### config.mk
export PLATFORM = sky130hd
export DESIGN_NAME = sdp_tx_ctrl
export DESIGN_NICKNAME = d
export VERILOG_FILES = /design/src/rtl/sdp_pkg.sv /design/src/rtl/sdp_byte_hs.sv /design/src/rtl/sdp_tx_ctrl.sv
export SDC_FILE = /design/constraint.sdc
export NUM_CORES = 1
export LEC_CHECK = 0
export CORE_AREA = 2 2 82 64
export DETAILED_ROUTE_END_ITERATION = 8
export DIE_AREA = 0 0 84 66
export GPL_ROUTABILITY_DRIVEN = 0
export GPL_TIMING_DRIVEN = 0
export PLACE_DENSITY = 0.75
export SYNTH_ARGS = -nofsm -noshare
export SYNTH_HDL_FRONTEND = slang
export SYNTH_SLANG_ARGS = --single-unit
### constraint.sdc
create_clock -name clk -period 3.16 [get_ports clk]
set_input_delay 0.632 -clock clk [delete_from_list [all_inputs] [get_ports clk]]
set_output_delay 0.632 -clock clk [all_outputs]
set_load 0.05 [all_outputs]
### src/rtl/sdp_pkg.sv
// sdp_pkg: shared types and constants for the slave data-packet transmit
// controller (sdp_tx_ctrl) and its byte handshake helper (sdp_byte_hs).
// Optional feature macro: SDP_CSUM_EN adds the checksum trailer state.
package sdp_pkg;

`ifdef SDP_CSUM_EN
   typedef enum logic [1:0] {
      ST_IDLE = 2'd0,
      ST_HDR  = 2'd1,
      ST_PL   = 2'd2,
      ST_TRL  = 2'd3
   } sdp_state_e;
`else
   typedef enum logic [1:0] {
      ST_IDLE = 2'd0,
      ST_HDR  = 2'd1,
      ST_PL   = 2'd2
   } sdp_state_e;
`endif

   typedef enum logic {
      KIND_S = 1'b0,
      KIND_D = 1'b1
   } sdp_kind_e;

   // header byte indices
   localparam logic [1:0] HDR_MARKER = 2'd0;
   localparam logic [1:0] HDR_STATUS = 2'd1;
   localparam logic [1:0] HDR_LEN_HI = 2'd2;
   localparam logic [1:0] HDR_LEN_LO = 2'd3;

   // STATUS bit positions; channel occupies [7:ST_BIT_CH_LO]
   localparam int ST_BIT_ERR   = 0;
   localparam int ST_BIT_RDY   = 1;
   localparam int ST_BIT_BUSY  = 2;
   localparam int ST_BIT_DATA  = 4;
   localparam int ST_BIT_CH_LO = 5;

   localparam logic [7:0] SDP_MARKER_SLAVE = 8'hA5;

endpackage

### src/rtl/sdp_byte_hs.sv
// sdp_byte_hs: per-byte handshake toward the channel encoder.
//   Owns the wait flag and its one-cycle guard, qualifies when a byte may be
//   issued, and flags completion of the last byte of a message.
// Ports:
//   clk, n_rst      clock, async active-low reset
//   cd_busy         encoder serialising
//   issue           a byte is strobed to the encoder this cycle
//   issue_last      that byte is the final byte of the message
//   can_issue       a byte may be strobed this cycle
//   done            wait clears after the final byte (message complete)
module sdp_byte_hs (
   input  logic clk,
   input  logic n_rst,
   input  logic cd_busy,
   input  logic issue,
   input  logic issue_last,
   output logic can_issue,
   output logic done
);

   logic wait_q, wait_d;
   logic guard_q, guard_d;
   logic last_q, last_d;

   always_ff @(posedge clk or negedge n_rst) begin
      if (!n_rst) begin
         wait_q  <= 1'b0;
         guard_q <= 1'b0;
         last_q  <= 1'b0;
      end else begin
         wait_q  <= wait_d;
         guard_q <= guard_d;
         last_q  <= last_d;
      end
   end

   // The encoder may not raise cd_busy until the cycle after our strobe, so
   // cd_busy is ignored for one guard cycle after each issue.
   always_comb begin
      wait_d  = wait_q;
      guard_d = 1'b0;
      last_d  = last_q;
      done    = 1'b0;
      if (issue) begin
         wait_d  = 1'b1;
         guard_d = 1'b1;
         last_d  = issue_last;
      end else if (wait_q && !guard_q && !cd_busy) begin
         wait_d = 1'b0;
         done   = last_q;
         last_d = 1'b0;
      end
   end

   assign can_issue = ~cd_busy & ~wait_q;

endmodule

### src/rtl/sdp_tx_ctrl.sv
// sdp_tx_ctrl: slave data-packet transmit controller.
//   On a service/data request emits marker, STATUS, LEN[15:8], LEN[7:0] and,
//   for data packets, DP_LEN payload bytes forwarded from the selected source.
//   One-deep pending request slot; payload suppressed on receive error.
//   SDP_CSUM_EN adds a trailer byte (sum of all bytes after the marker).
// Ports:
//   clk, n_rst                 clock, async active-low reset
//   sd_s_req, sd_d_req         request pulses (data wins if both)
//   ch_sel, rx_err             sampled with the request
//   sd_busy, sd_has_next_dp    live slave status
//   sd_d_tx_rdy                per-source ready
//   sd_d_tx_en                 per-source payload enable
//   sd_d, sd_d_rdy             per-source payload byte and strobe
//   cd_busy                    encoder serialising
//   q, q_rdy                   byte and strobe to encoder
//   msg_end                    end-of-message pulse
//   busy                       message in progress
//
// state | meaning
// IDLE  | waiting for a request or a pending request
// HDR   | issuing header bytes 0..3
// PL    | forwarding payload from source ch_q
// TRL   | issuing the checksum trailer (SDP_CSUM_EN only)
module sdp_tx_ctrl
   import sdp_pkg::*;
#(
   parameter int         N_CH   = 2,
   parameter int         DP_LEN = 64,
   parameter logic [7:0] MARKER = SDP_MARKER_SLAVE,
   localparam int        CH_W   = (N_CH > 1) ? $clog2(N_CH) : 1
) (
   input  logic              clk,
   input  logic              n_rst,
   input  logic              sd_s_req,
   input  logic              sd_d_req,
   input  logic [CH_W-1:0]   ch_sel,
   input  logic              rx_err,
   input  logic              sd_busy,
   input  logic              sd_has_next_dp,
   input  logic [N_CH-1:0]   sd_d_tx_rdy,
   output logic [N_CH-1:0]   sd_d_tx_en,
   input  logic [N_CH*8-1:0] sd_d,
   input  logic [N_CH-1:0]   sd_d_rdy,
   input  logic              cd_busy,
   output logic [7:0]        q,
   output logic              q_rdy,
   output logic              msg_end,
   output logic              busy
);

   localparam logic [15:0] LEN16 = 16'(DP_LEN);

   sdp_state_e      state_q, state_d;
   logic [1:0]      hdr_cnt_q, hdr_cnt_d;
   logic [15:0]     pl_cnt_q, pl_cnt_d;
   sdp_kind_e       kind_q, kind_d;
   logic [CH_W-1:0] ch_q, ch_d;
   logic            err_q, err_d;
   logic            pend_vld_q, pend_vld_d;
   sdp_kind_e       pend_kind_q, pend_kind_d;
   logic [CH_W-1:0] pend_ch_q, pend_ch_d;
   logic            pend_err_q, pend_err_d;
`ifdef SDP_CSUM_EN
   logic [7:0]      csum_q, csum_d;
`endif

   logic        req;
   sdp_kind_e   req_kind;
   logic        can_issue, done, issue, issue_last;
   logic [15:0] len_w;
   logic [7:0]  status, hdr_byte, sel_byte;
   logic        sel_rdy, sel_tx_rdy, pl_en;

   sdp_byte_hs u_hs (
      .clk        (clk),
      .n_rst      (n_rst),
      .cd_busy    (cd_busy),
      .issue      (issue),
      .issue_last (issue_last),
      .can_issue  (can_issue),
      .done       (done)
   );

   assign req      = sd_s_req | sd_d_req;
   assign req_kind = sd_d_req ? KIND_D : KIND_S;
   assign len_w    = (kind_q == KIND_D && !err_q) ? LEN16 : 16'd0;
   assign issue    = q_rdy;
   assign msg_end  = done;
   assign busy     = (state_q != ST_IDLE);

   always_comb begin
      sel_byte   = 8'h00;
      sel_rdy    = 1'b0;
      sel_tx_rdy = 1'b0;
      for (int k = 0; k < N_CH; k++) begin
         if (CH_W'(k) == ch_q) begin
            sel_byte   = sd_d[8*k +: 8];
            sel_rdy    = sd_d_rdy[k];
            sel_tx_rdy = sd_d_tx_rdy[k];
         end
      end
   end

   // STATUS is built from live inputs; it is only meaningful in the cycle
   // byte 1 is issued.
   always_comb begin
      status                 = 8'h00;
      status[ST_BIT_ERR]     = err_q;
      status[ST_BIT_RDY]     = ~err_q & ~sd_busy &
                               ((kind_q == KIND_S) ? sel_tx_rdy : sd_has_next_dp);
      status[ST_BIT_BUSY]    = sd_busy;
      status[ST_BIT_DATA]    = ~err_q & (kind_q == KIND_D);
      status[7:ST_BIT_CH_LO] = 3'(ch_q);
      case (hdr_cnt_q)
         HDR_MARKER: hdr_byte = MARKER;
         HDR_STATUS: hdr_byte = status;
         HDR_LEN_HI: hdr_byte = len_w[15:8];
         default:    hdr_byte = len_w[7:0];
      endcase
   end

   always_ff @(posedge clk or negedge n_rst) begin
      if (!n_rst) begin
         state_q     <= ST_IDLE;
         hdr_cnt_q   <= 2'd0;
         pl_cnt_q    <= 16'd0;
         kind_q      <= KIND_S;
         ch_q        <= '0;
         err_q       <= 1'b0;
         pend_vld_q  <= 1'b0;
         pend_kind_q <= KIND_S;
         pend_ch_q   <= '0;
         pend_err_q  <= 1'b0;
`ifdef SDP_CSUM_EN
         csum_q      <= 8'h00;
`endif
      end else begin
         state_q     <= state_d;
         hdr_cnt_q   <= hdr_cnt_d;
         pl_cnt_q    <= pl_cnt_d;
         kind_q      <= kind_d;
         ch_q        <= ch_d;
         err_q       <= err_d;
         pend_vld_q  <= pend_vld_d;
         pend_kind_q <= pend_kind_d;
         pend_ch_q   <= pend_ch_d;
         pend_err_q  <= pend_err_d;
`ifdef SDP_CSUM_EN
         csum_q      <= csum_d;
`endif
      end
   end

   always_comb begin
      state_d     = state_q;
      hdr_cnt_d   = hdr_cnt_q;
      pl_cnt_d    = pl_cnt_q;
      kind_d      = kind_q;
      ch_d        = ch_q;
      err_d       = err_q;
      pend_vld_d  = pend_vld_q;
      pend_kind_d = pend_kind_q;
      pend_ch_d   = pend_ch_q;
      pend_err_d  = pend_err_q;
      issue_last  = 1'b0;
      case (state_q)
         ST_IDLE: begin
            hdr_cnt_d = 2'd0;
            pl_cnt_d  = 16'd0;
            if (req) begin
               kind_d     = req_kind;
               ch_d       = ch_sel;
               err_d      = rx_err;
               pend_vld_d = 1'b0;
               state_d    = ST_HDR;
            end else if (pend_vld_q) begin
               kind_d     = pend_kind_q;
               ch_d       = pend_ch_q;
               err_d      = pend_err_q;
               pend_vld_d = 1'b0;
               state_d    = ST_HDR;
            end
         end
         ST_HDR: begin
            if (issue) begin
               if (hdr_cnt_q != HDR_LEN_LO) begin
                  hdr_cnt_d = hdr_cnt_q + 2'd1;
               end else if (len_w != 16'd0) begin
                  state_d = ST_PL;
               end else begin
`ifdef SDP_CSUM_EN
                  state_d = ST_TRL;
`else
                  issue_last = 1'b1;
`endif
               end
            end
         end
         ST_PL: begin
            if (issue) begin
               pl_cnt_d = pl_cnt_q + 16'd1;
               if (pl_cnt_q == LEN16 - 16'd1) begin
`ifdef SDP_CSUM_EN
                  state_d = ST_TRL;
`else
                  issue_last = 1'b1;
`endif
               end
            end
         end
`ifdef SDP_CSUM_EN
         ST_TRL: begin
            if (issue) issue_last = 1'b1;
         end
`endif
         default: state_d = ST_IDLE;
      endcase
      if (done) state_d = ST_IDLE;
      // a request during any message (including its msg_end cycle) is parked
      if (state_q != ST_IDLE && req) begin
         pend_vld_d  = 1'b1;
         pend_kind_d = req_kind;
         pend_ch_d   = ch_sel;
         pend_err_d  = rx_err;
      end
   end

`ifdef SDP_CSUM_EN
   // marker and trailer are excluded from the sum
   always_comb begin
      csum_d = csum_q;
      if (state_q == ST_IDLE) begin
         csum_d = 8'h00;
      end else if (issue && state_q != ST_TRL &&
                   !(state_q == ST_HDR && hdr_cnt_q == HDR_MARKER)) begin
         csum_d = csum_q + q;
      end
   end
`endif

   always_comb begin
      q          = 8'h00;
      q_rdy      = 1'b0;
      sd_d_tx_en = '0;
      pl_en      = 1'b0;
      case (state_q)
         ST_HDR: begin
            q_rdy = can_issue;
            if (can_issue) q = hdr_byte;
         end
         ST_PL: begin
            // the counter guard keeps a held-high strobe from leaking a
            // byte past the end of the payload
            pl_en = can_issue & (pl_cnt_q != LEN16);
            for (int k = 0; k < N_CH; k++) begin
               sd_d_tx_en[k] = pl_en & (CH_W'(k) == ch_q);
            end
            q     = sel_byte;
            q_rdy = pl_en & sel_rdy;
         end
`ifdef SDP_CSUM_EN
         ST_TRL: begin
            q_rdy = can_issue;
            if (can_issue) q = csum_q;
         end
`endif
         default: ;
      endcase
   end

endmodule
# [Yosys cells after proc, flatten, opt, wreduce, memory -nomap -nowiden]
# Index checks and enable logic that the tools add are counted.
[word_totals] wordCells=105 mem_count=0 ramBits=0 output_inout_bits=13 inputBits=29 latch_bits=0 ff_bits=30 romBits=0
[classes] bitwise_logic=14 order_cmp=0 muxes=41 n_div=0 reduce_logical=20 shifts=0 eq_ne=15 addsub=2 multipliers=0
[op_table] cell="16-bit one-hot mux with 2 select lines" count=1
[op_table] cell="8-bit one-hot mux with 3 select lines" count=1
[op_table] cell="1-bit 2-to-1 mux" count=21
[op_table] cell="2-bit 2-to-1 mux" count=9
[op_table] cell="16-bit by 1-bit adder with 16-bit output, second input constant" count=1
[op_table] cell="16-bit by 6-bit equality test with 1-bit output, second input constant" count=1
[op_table] cell="16-bit 2-to-1 mux" count=1
[op_table] cell="8-bit 2-to-1 mux" count=2
[op_table] cell="16-bit by 7-bit != test with 1-bit output, second input constant" count=1
[op_table] cell="8-bit one-hot mux with 2 select lines" count=1
[op_table] cell="16-bit nonzero test" count=1
[op_table] cell="2-bit nonzero test" count=6
[op_table] cell="2-bit != test, second input constant" count=5
[op_table] cell="3-bit != test, second input constant" count=3
[op_table] cell="1-bit AND" count=8
[op_table] cell="7-bit 2-to-1 mux" count=1
[op_table] cell="2-bit one-hot mux with 3 select lines" count=1
[op_table] cell="1-bit NOT" count=5
[op_table] cell="5-bit AND reduction" count=1
[op_table] cell="2-bit by 1-bit equality test with 1-bit output, second input constant" count=2
[op_table] cell="2-bit equality test, second input constant" count=2
[op_table] cell="1-bit logical AND" count=4
[op_table] cell="2-bit zero test" count=2
[op_table] cell="4-bit != test, second input constant" count=1
[op_table] cell="other kinds (7)" count=11

# [Longest topological paths before layout]
# Gate-level depths: netlist (run 1).
[depth] word_depth=9 ltp_mapped=9

# [Modules after synthesis]
# From an unflattened synthesis (run 1), not the netlist that was laid out.
[unflattened] hier_cells=228 area_unflattened_um2=2010.7
[by_module_without_submodules] module="sdp_tx_ctrl" cells_per_inst=217 area_per_inst_um2=1884.3 n_inst=1 seq_area_each_um2=675.6
[by_module_without_submodules] module="sdp_byte_hs" cells_per_inst=11 area_per_inst_um2=126.4 n_inst=1 seq_area_each_um2=75.1

# [Worst setup path before layout (run 1)]
# No wires, ideal clock.
[synth_path] path_type="reg-to-output" start="register pl_cnt_q[0]" end="output q_rdy" t_arrival_ps=2178 required_ps=2528 setup_slack_ps=350 stages_incl_launch_ff=8 cell_sequence="dfrtp_1 inv_1 ha_1 or4b_1 or4_1 buf_6 a32oi_4 inv_1"
[synth_via] elab_chain_len=4
[synth_rtl] item="start, declared" line="sdp_tx_ctrl.sv:55" text="logic [15:0] pl_cnt_q, pl_cnt_d;"
[synth_rtl] item="start signal, assigned" line="sdp_tx_ctrl.sv:140" text="pl_cnt_q <= pl_cnt_d;"
[synth_rtl] item="16-bit by 7-bit != test with 1-bit output" line="sdp_tx_ctrl.sv:254" text="pl_en = can_issue & (pl_cnt_q != LEN16);"
[synth_rtl] item="1-bit AND" line="sdp_tx_ctrl.sv:254"
[synth_rtl] item="1-bit AND" line="sdp_tx_ctrl.sv:259" text="q_rdy = pl_en & sel_rdy;"
[synth_rtl] item="1-bit one-hot mux with 2 select lines" line="sdp_tx_ctrl.sv:246" text="case (state_q)"
[synth_rtl] item="end, declared" line="sdp_tx_ctrl.sv:46" text="output logic q_rdy,"
# No other way between the ends.

# [Worst setup path after layout (run 1)]
[layout_path] start="input cd_busy" end="output q[2]"
[layout_via] elab_chain_len=4
[layout_rtl] item="start, declared" line="sdp_tx_ctrl.sv:44" text="input logic cd_busy,"
[layout_rtl] item="1-bit NOT" line="sdp_byte_hs.sv:55" text="assign can_issue = ~cd_busy & ~wait_q;"
[layout_rtl] item="1-bit AND" line="sdp_byte_hs.sv:55"
[layout_rtl] item="8-bit 2-to-1 mux" line="sdp_tx_ctrl.sv:249" text="if (can_issue) q = hdr_byte;"
[layout_rtl] item="8-bit one-hot mux with 2 select lines" line="sdp_tx_ctrl.sv:246"
[layout_rtl] item="end, declared" line="sdp_tx_ctrl.sv:45" text="output logic [7:0] q,"
# No other way between the ends.

==> results of run 1 <==
where the power goes:
group / leakage (uW) / switching (uW) / internal, uW / total [uW]
clock: 0.0000472 / 147 / 175 / 322
combinational: 0.000801 / 667 / 421 / 1090
sequential: 0.000396 / 73.6 / 466 / 540
total: 0.00124 / 888 / 1060 / 1950
logic make-up after synthesis:
family | Yosys count
adders and majority gates | 12
DFF | 30
and+or+nand+nor | 99
muxes | 18
buffers and inverters | 21
AOI/OAI and AO/OA | 49
worst max-delay path: stages:
cell and delay, ns:
clkdlybuf4s50_1 0.53, nor2_4 0.21, nand2_1 0.24, nor3_1 0.25, a21oi_1 0.08, nor2b_1 0.12
clkdlybuf4s15_2 0.38
worst max-delay path by stage:
| stage | startpoint | end | slack, ns | depth (start not counted) |
|---|---|---|---|---|
| 3_5_place_dp | cd_busy | q[0] | -0.53 | 7 |
| 2_1_floorplan | pl_cnt_q[0]$_DFFE_PN0P_ | q_rdy | 0.35 | 7 |
| 6_report | cd_busy | q[2] | 0.09 | 7 |
| 4_1_cts | pl_cnt_q[0]$_DFFE_PN0P_ | q_rdy | -0.28 | 8 |
| 5_1_grt | cd_busy | q[1] | -0.009 | 7 |
| 3_3_place_gp | cd_busy | q[5] | -0.54 | 7 |
state kept, by name, summed over array words and instances, names as in the netlist:
register / cells
hdr_cnt_q: 2
kind_q: 1
ch_q: 1
pend_vld_q: 1
state_q: 2
u_hs.wait_q: 1
pend_err_q: 1
u_hs.last_q: 1
pl_cnt_q: 16
err_q: 1
pend_kind_q: 1
pend_ch_q: 1
u_hs.guard_q: 1
cells in the mapped netlist, drive strengths merged:
cell type | count | area, um^2
a21oi | 11 | 55.05
a221o | 1 | 10.01
a22o | 1 | 8.760
a22oi | 2 | 15.01
a2bb2oi | 1 | 26.28
a31oi | 4 | 25.02
a32oi | 3 | 45.05
a41o | 3 | 30.03
and2 | 3 | 18.77
and3 | 7 | 43.79
and4 | 1 | 8.760
buf | 5 | 36.28
clkbuf | 5 | 18.77
dfrtp | 30 | 750.7
ha | 12 | 150.1
inv | 11 | 41.29
mux2 | 9 | 101.4
mux2i | 9 | 90.09
nand2 | 29 | 108.9
nand2b | 2 | 12.51
nand3 | 4 | 20.02
nand4 | 3 | 18.77
nor2 | 21 | 78.83
nor2b | 8 | 50.05
nor3 | 4 | 20.02
nor3b | 2 | 20.02
nor4 | 3 | 25.02
o211ai | 1 | 7.510
o21a | 2 | 15.01
o21ai | 11 | 55.05
o22ai | 2 | 12.51
o2bb2ai | 1 | 15.01
o31a | 2 | 17.52
o31ai | 3 | 22.52
o32a | 1 | 10.01
or3 | 3 | 18.77
or4 | 7 | 52.55
or4b | 2 | 20.02
layer usage:
layer	up-vias	wire length [um]	global-route usage
met5	-	0	0
met2	47	2218	0.3120
met3	4	258	0.04245
li1	933	-	-
met1	859	2563	0.2593
met4	0	29	0.05242
per-stage QoR:
| step | power (uW) | hold WS, ns | std cells | area, um^2 |
|---|---|---|---|---|
| after floorplan | 1290 | 0.3364 | 229 | 2076 |
| after global placement | 1578 | 0.4770 | 330 | 2561 |
| after detailed placement | 1598 | 0.4801 | 330 | 2556 |
| after CTS | 1920 | 0.4193 | 337 | 2658 |
| after global routing | 2089 | 0.4526 | 341 | 2700 |
| final | 1951 | 0.3946 | 341 | 2700 |
layout make-up:
type	count	share of cell area
clock buffer	6	0.03058
buffer	8	0.01529
sequential	30	0.2780
inverter	11	0.01529
timing repair buffer	46	0.1627
multi-input combinational	178	0.4657
tap	60	0.02780
clock inverter	2	0.004634
what timing repair did:
item	4_1_cts	5_1_grt
resized for setup	30	19
hold endpoints to repair	0	0
pin swaps	0	2
setup buffers	0	5
setup endpoints to repair	10	9
layout by cell type, fill, tap and decap left out, types with 7 or more instances in the layout:
cell,instances
nor2b_1,8
mux2_2,9
nand2_1,29
inv_1,10
clkdlybuf4s50_1,28
ha_1,12
and3_1,7
dfrtp_1,30
a21oi_1,11
mux2i_1,9
nor2_1,20
==> run_results.csv, run 1 <==
group,metric,value,unit
setup_path,critPathMaxFanout,6,
synthesis,synthSimpleGateAreaFrac,0.2489,
final_layout,seqCellArea,750.7,um^2
grt,track_usage,0.1916,
setup_path,worstPathArrival,2.44,ns
timing,skew,0.01038,ns
timing,fmax,325.4,MHz
synthesis,synth_top_family_by_area,"simple AND/OR/NAND/NOR gates",
final_layout,drive_gt1_frac,0.1566,
synthesis,seq_area_frac_synth,0.3617,
drt,drt-initial-drc-count,92,
power_and_ir_drop,ir_worst_vdd,0.4588,mV
floorplan,die-height,66,um
cts,cts_root_buf,"clkbuf_8",
drt,drc_errors,0,
timing,fin_crit_sh,0.9726,
drt,wl_per_cell,14.87,um
floorplan,start_util,0.4359,
drt,viasPerCell,5.405,
grt,grt_max_degree,31,
timing,setup_tns,0,ns
placement,io_buffers,41,
cts,hold_buffers,0,
cts,cts_made_buffers,5,
power_and_ir_drop,p_per_area,722.4,nW/um^2
final_layout,fin_nets,321,
floorplan,io_pins,42,
timing,tightest_slew,0.7201,ns
timing,fin_crit,3.073,ns
timing,slew_headroom,0.5182,
final_layout,area_growth,30.08,%
drt,routed_wl,5070,um
grt,gr-total-overflow,0,
cts,htreeDepth,2,
floorplan,dieArea,5544,um^2
timing,hold_viol,0,
worst_hold_path,hold_path.class,"in2async",
synthesis,ys_seq_elements,30,
floorplan,core,4762,um^2
setup_path,reg2reg_depth,9,
final_layout,final_core_util,0.5670,
drt,firstDrtPassIters,4,
cts,clock_latency,0.28,ns
grt,grt_pass1_wl,8369,um
setup_path,rr_endpoint,"pl_cnt_q[4]$_DFFE_PN0P_",
setup_path,endpoint_kind,"primary output",
final_layout,nFillCells,438,
cts,clock_path_buffers,2,
setup_path,start_kind,"input pin",
job,drv_cap,0,
final_layout,multiInputGateArea,1257,um^2
setup_path,crit_required,2.53,ns
synthesis,synth_xor_area_frac,0,
floorplan,die_w,84,um
setup_path,path_class,"in2out",
synthesis,synth.area.mux_share,0.09222,
floorplan,rows,22,
synthesis,synth-compound-area-share,0.1784,
synthesis,synth_cell_types,44,
timing,setup_ws,0.08668,ns
grt,antenna_found_initial,0,
placement,place_ws,-0.5293,ns
power_and_ir_drop,p_leak,0.001245,uW
placement,post-dp-hpwl,3669,um
drt,vias,1843,
synthesis,postSynthCellCount,229,
synthesis,syn_avg_cell_area,9.064,um^2
cts,clock-sinks,30,
cts,tritoncts,"built",
grt,grt_pass1_vias,1736,
final_layout,diodes,0,
synthesis,netlist_area,2076,um^2
setup_path,regToRegSetupSlack,0.63,ns
outcome,status,"finished clean",
synthesis,syn_nets,270,
setup_path,reg2reg_from,"state_q[0]$_DFFE_PN0P_",
synthesis,yosysWarningCount,0,
drt,drtAntennaViolNets,0,
synthesis,synthAdderAreaFrac,0.07233,
timing,final_max_slew_viol_count,0,
timing,finalSetupViolations,0,
cts,clk_pin_slew,0.07,ns
No activity file was read; power rests on OpenSTA's default activity.
==> run 2: changes to the inputs <==
--- a/config.mk
+++ b/config.mk
@@ -10,7 +10,7 @@
 export DIE_AREA = 0 0 84 66
 export GPL_ROUTABILITY_DRIVEN = 0
 export GPL_TIMING_DRIVEN = 0
-export PLACE_DENSITY = 0.75
+export PLACE_DENSITY = 0.72
 export SYNTH_ARGS = -nofsm -noshare
 export SYNTH_HDL_FRONTEND = slang
 export SYNTH_SLANG_ARGS = --single-unit
==> run 2 against run 1 <==
  * Cell count is 1.2% lower
  * Count of clock-buffer cells in the layout unchanged
  * Power shrank 2.3%
  * Clock power decreased by 6.8%
  * Global-route usage rose by 0.52 points
  * Clock skew down 0.0028 ns
  * Die area unchanged
  * Utilization shrank 1.2 points
  * Largest cell class unchanged
  * Non-clock buffer count shrank 2
  * Worst hold slack improved by 0.00073 ns
  * Largest power group unchanged
  * Maximum frequency increased by 0.42%
  * Critical path type is now reg2out
  * Setup slack gained 0.013 ns
==> run_results.csv, run 2 (synthesized netlist as in run 1, its figures left out) <==
group,metric,value,unit
floorplan,dieArea,5544,um^2
cts,clk_pin_slew,0.06,ns
placement,io_buffers,41,
final_layout,top_regs,"pl_cnt_q x16, hdr_cnt_q x2, state_q x2",
placement,post-dp-hpwl,3926,um
setup_path,crit_chain,"inv_1 -> ha_1 -> or4b_1 -> or4_4 -> buf_6 -> a32oi_4 -> inv_2 -> buf_6",
final_layout,diodes,0,
cts,htreeDepth,2,
grt,grt_pass1_vias,1750,
timing,hold_viol,0,
drt,vias,1885,
floorplan,die_w,84,um
final_layout,fin_nets,319,
final_layout,regMostFlops,"pl_cnt_q",
timing,slew_headroom,0.5375,
timing,holdWs,0.3953,ns
grt,gr-total-overflow,0,
placement,place_inst,330,
setup_path,worstPathArrival,2.43,ns
final_layout,area_growth,27.31,%
floorplan,start_util,0.4359,
timing,tightest_slew,0.6912,ns
final_layout,drive_gt1_frac,0.1336,
timing,skew,0.007560,ns
setup_path,crit_required,2.53,ns
power_and_ir_drop,ir_worst_vdd,0.4984,mV
setup_path,regToRegSetupSlack,0.40,ns
timing,fmax,326.7,MHz
grt,grt_max_degree,31,
final_layout,largest_reg_flops,16,
final_layout,final_common_cell,"dfrtp_1",
timing,fin_crit,3.061,ns
setup_path,critPathMaxFanout,5,
setup_path,start_kind,"flop",
setup_path,rr_endpoint,"pl_cnt_q[8]$_DFFE_PN0P_",
grt,track_usage,0.1967,
setup_path,crit_path_frequent_cell,"buf_6",
setup_path,reg2reg_from,"state_q[0]$_DFFE_PN0P_",
job,drv_cap,0,
power_and_ir_drop,clockPowerShare,0.158,
setup_path,reg2reg_depth,9,
setup_path,critPathSlowestCell,"or4_4",
timing,grt_setup_unrepaired,"yes",
drt,routed_wl,5262,um
grt,antenna_found_initial,0,
power_and_ir_drop,p_switching,876.1,uW
power_and_ir_drop,finalPower,1906,uW
final_layout,stdcell_count,337,
power_and_ir_drop,p_leak,0.001199,uW
drt,drtAntennaViolNets,0,
floorplan,rows,22,
drt,wl_per_cell,15.61,um
cts,clock-sinks,30,
cts,cts_made_buffers,5,
floorplan,core,4762,um^2
drt,drc_errors,0,
final_layout,layout_common_cells,"30 x dfrtp_1, 29 x nand2_1, 29 x clkdlybuf4s50_1",
cts,tritoncts,"built",
grt,grt_pass1_wl,8590,um
drt,viasPerCell,5.593,
drt,firstDrtPassIters,4,
power_and_ir_drop,p_comb_frac,0.557,
cts,cts_root_buf,"clkbuf_8",
power_and_ir_drop,p_per_area,721.2,nW/um^2
floorplan,io_pins,42,
setup_path,endpoint_kind,"primary output",
setup_path,path_class,"reg2out",
outcome,status,"finished clean",
cts,clock_latency,0.27,ns
timing,finalSetupViolations,0,
drt,drt-initial-drc-count,110,
timing,fin_crit_sh,0.9685,
power_and_ir_drop,p_seq_frac,0.285,
floorplan,die-height,66,um
worst_hold_path,hold_path.class,"in2async",
power_and_ir_drop,p_int,1030,uW
cts,clock_path_buffers,2,
power_and_ir_drop,sw_frac_of_total,0.4597,
final_layout,nFillCells,449,
timing,final_max_slew_viol_count,0,
setup_path,slowest_delay,0.53,ns
run 2: what timing repair did:
| action | 4_1_cts | 5_1_grt |
|---|---|---|
| setup buffers | 1 | 1 |
| endpoints found under the setup margin | 10 | 10 |
| gates resized for setup | 30 | 12 |
| pin swaps | 1 | 1 |
| hold buffers | 0 | 0 |
run 2: how the worst max path moves through the flow:
stage | start | to | slack, ns
6_report | pl_cnt_q[0]$_DFFE_PN0P_ | q_rdy | 0.1
5_1_grt | pl_cnt_q[0]$_DFFE_PN0P_ | q_rdy | -0.008
4_1_cts | pl_cnt_q[0]$_DFFE_PN0P_ | q_rdy | 0.002
3_5_place_dp | cd_busy | q[0] | -0.55
3_3_place_gp | cd_busy | q[0] | -0.52
2_1_floorplan | pl_cnt_q[0]$_DFFE_PN0P_ | q_rdy | 0.35
run 2: worst max-delay path, delay by kind of cell, from the launching register on:
kind                       cells  cell delay (ns)
and+or+nand+nor                2             0.97
buffers and inverters          4             0.43
DFF                            1             0.42
AOI/OAI and AO/OA              1             0.20
adders and majority gates      1             0.13
run 2: power groups by stage:
stage / combinational (uW) / sequential [uW] / clock, uW
floorplan: 765 / 525 / 0
global placement: 1050 / 539 / 0
detailed placement: 1060 / 547 / 0
CTS: 1060 / 541 / 310
global route: 1160 / 558 / 327
finish: 1060 / 543 / 300
run 2: area by class of cell:
type | count | area (um^2) | share of cell area
buffer | 9 | 51.30 | 0.01941
inverter | 11 | 41.29 | 0.01563
clock buffer | 6 | 82.58 | 0.03125
multi-input combinational | 178 | 1240 | 0.4692
tap | 60 | 75.07 | 0.02841
sequential | 30 | 750.7 | 0.2841
timing repair buffer | 43 | 401.6 | 0.1520
run 2: layer usage:
metal	share of wire	vias to the layer above	wire length [um]	track usage
met2	0.46	42	2401	0.3080
met3	0.044	2	229	0.04120
met5	0	-	0	0
met1	0.50	915	2613	0.2816
met4	0.0032	0	17	0.04234
li1	-	926	-	-
run 2: per-stage QoR:
| step | utilization | instance area (um^2) | TNS (ns) | worst slack (ns) |
|---|---|---|---|---|
| after floorplan | - | 2076 | 0 | 0.3500 |
| after global placement | 0.5378 | 2561 | -3.214 | -0.5234 |
| after detailed placement | 0.5378 | 2561 | -3.315 | -0.5463 |
| after CTS | 0.5562 | 2649 | 0 | 0.001755 |
| after global routing | 0.5549 | 2643 | -0.008278 | -0.008278 |
| final | 0.5549 | 2643 | 0 | 0.09943 |
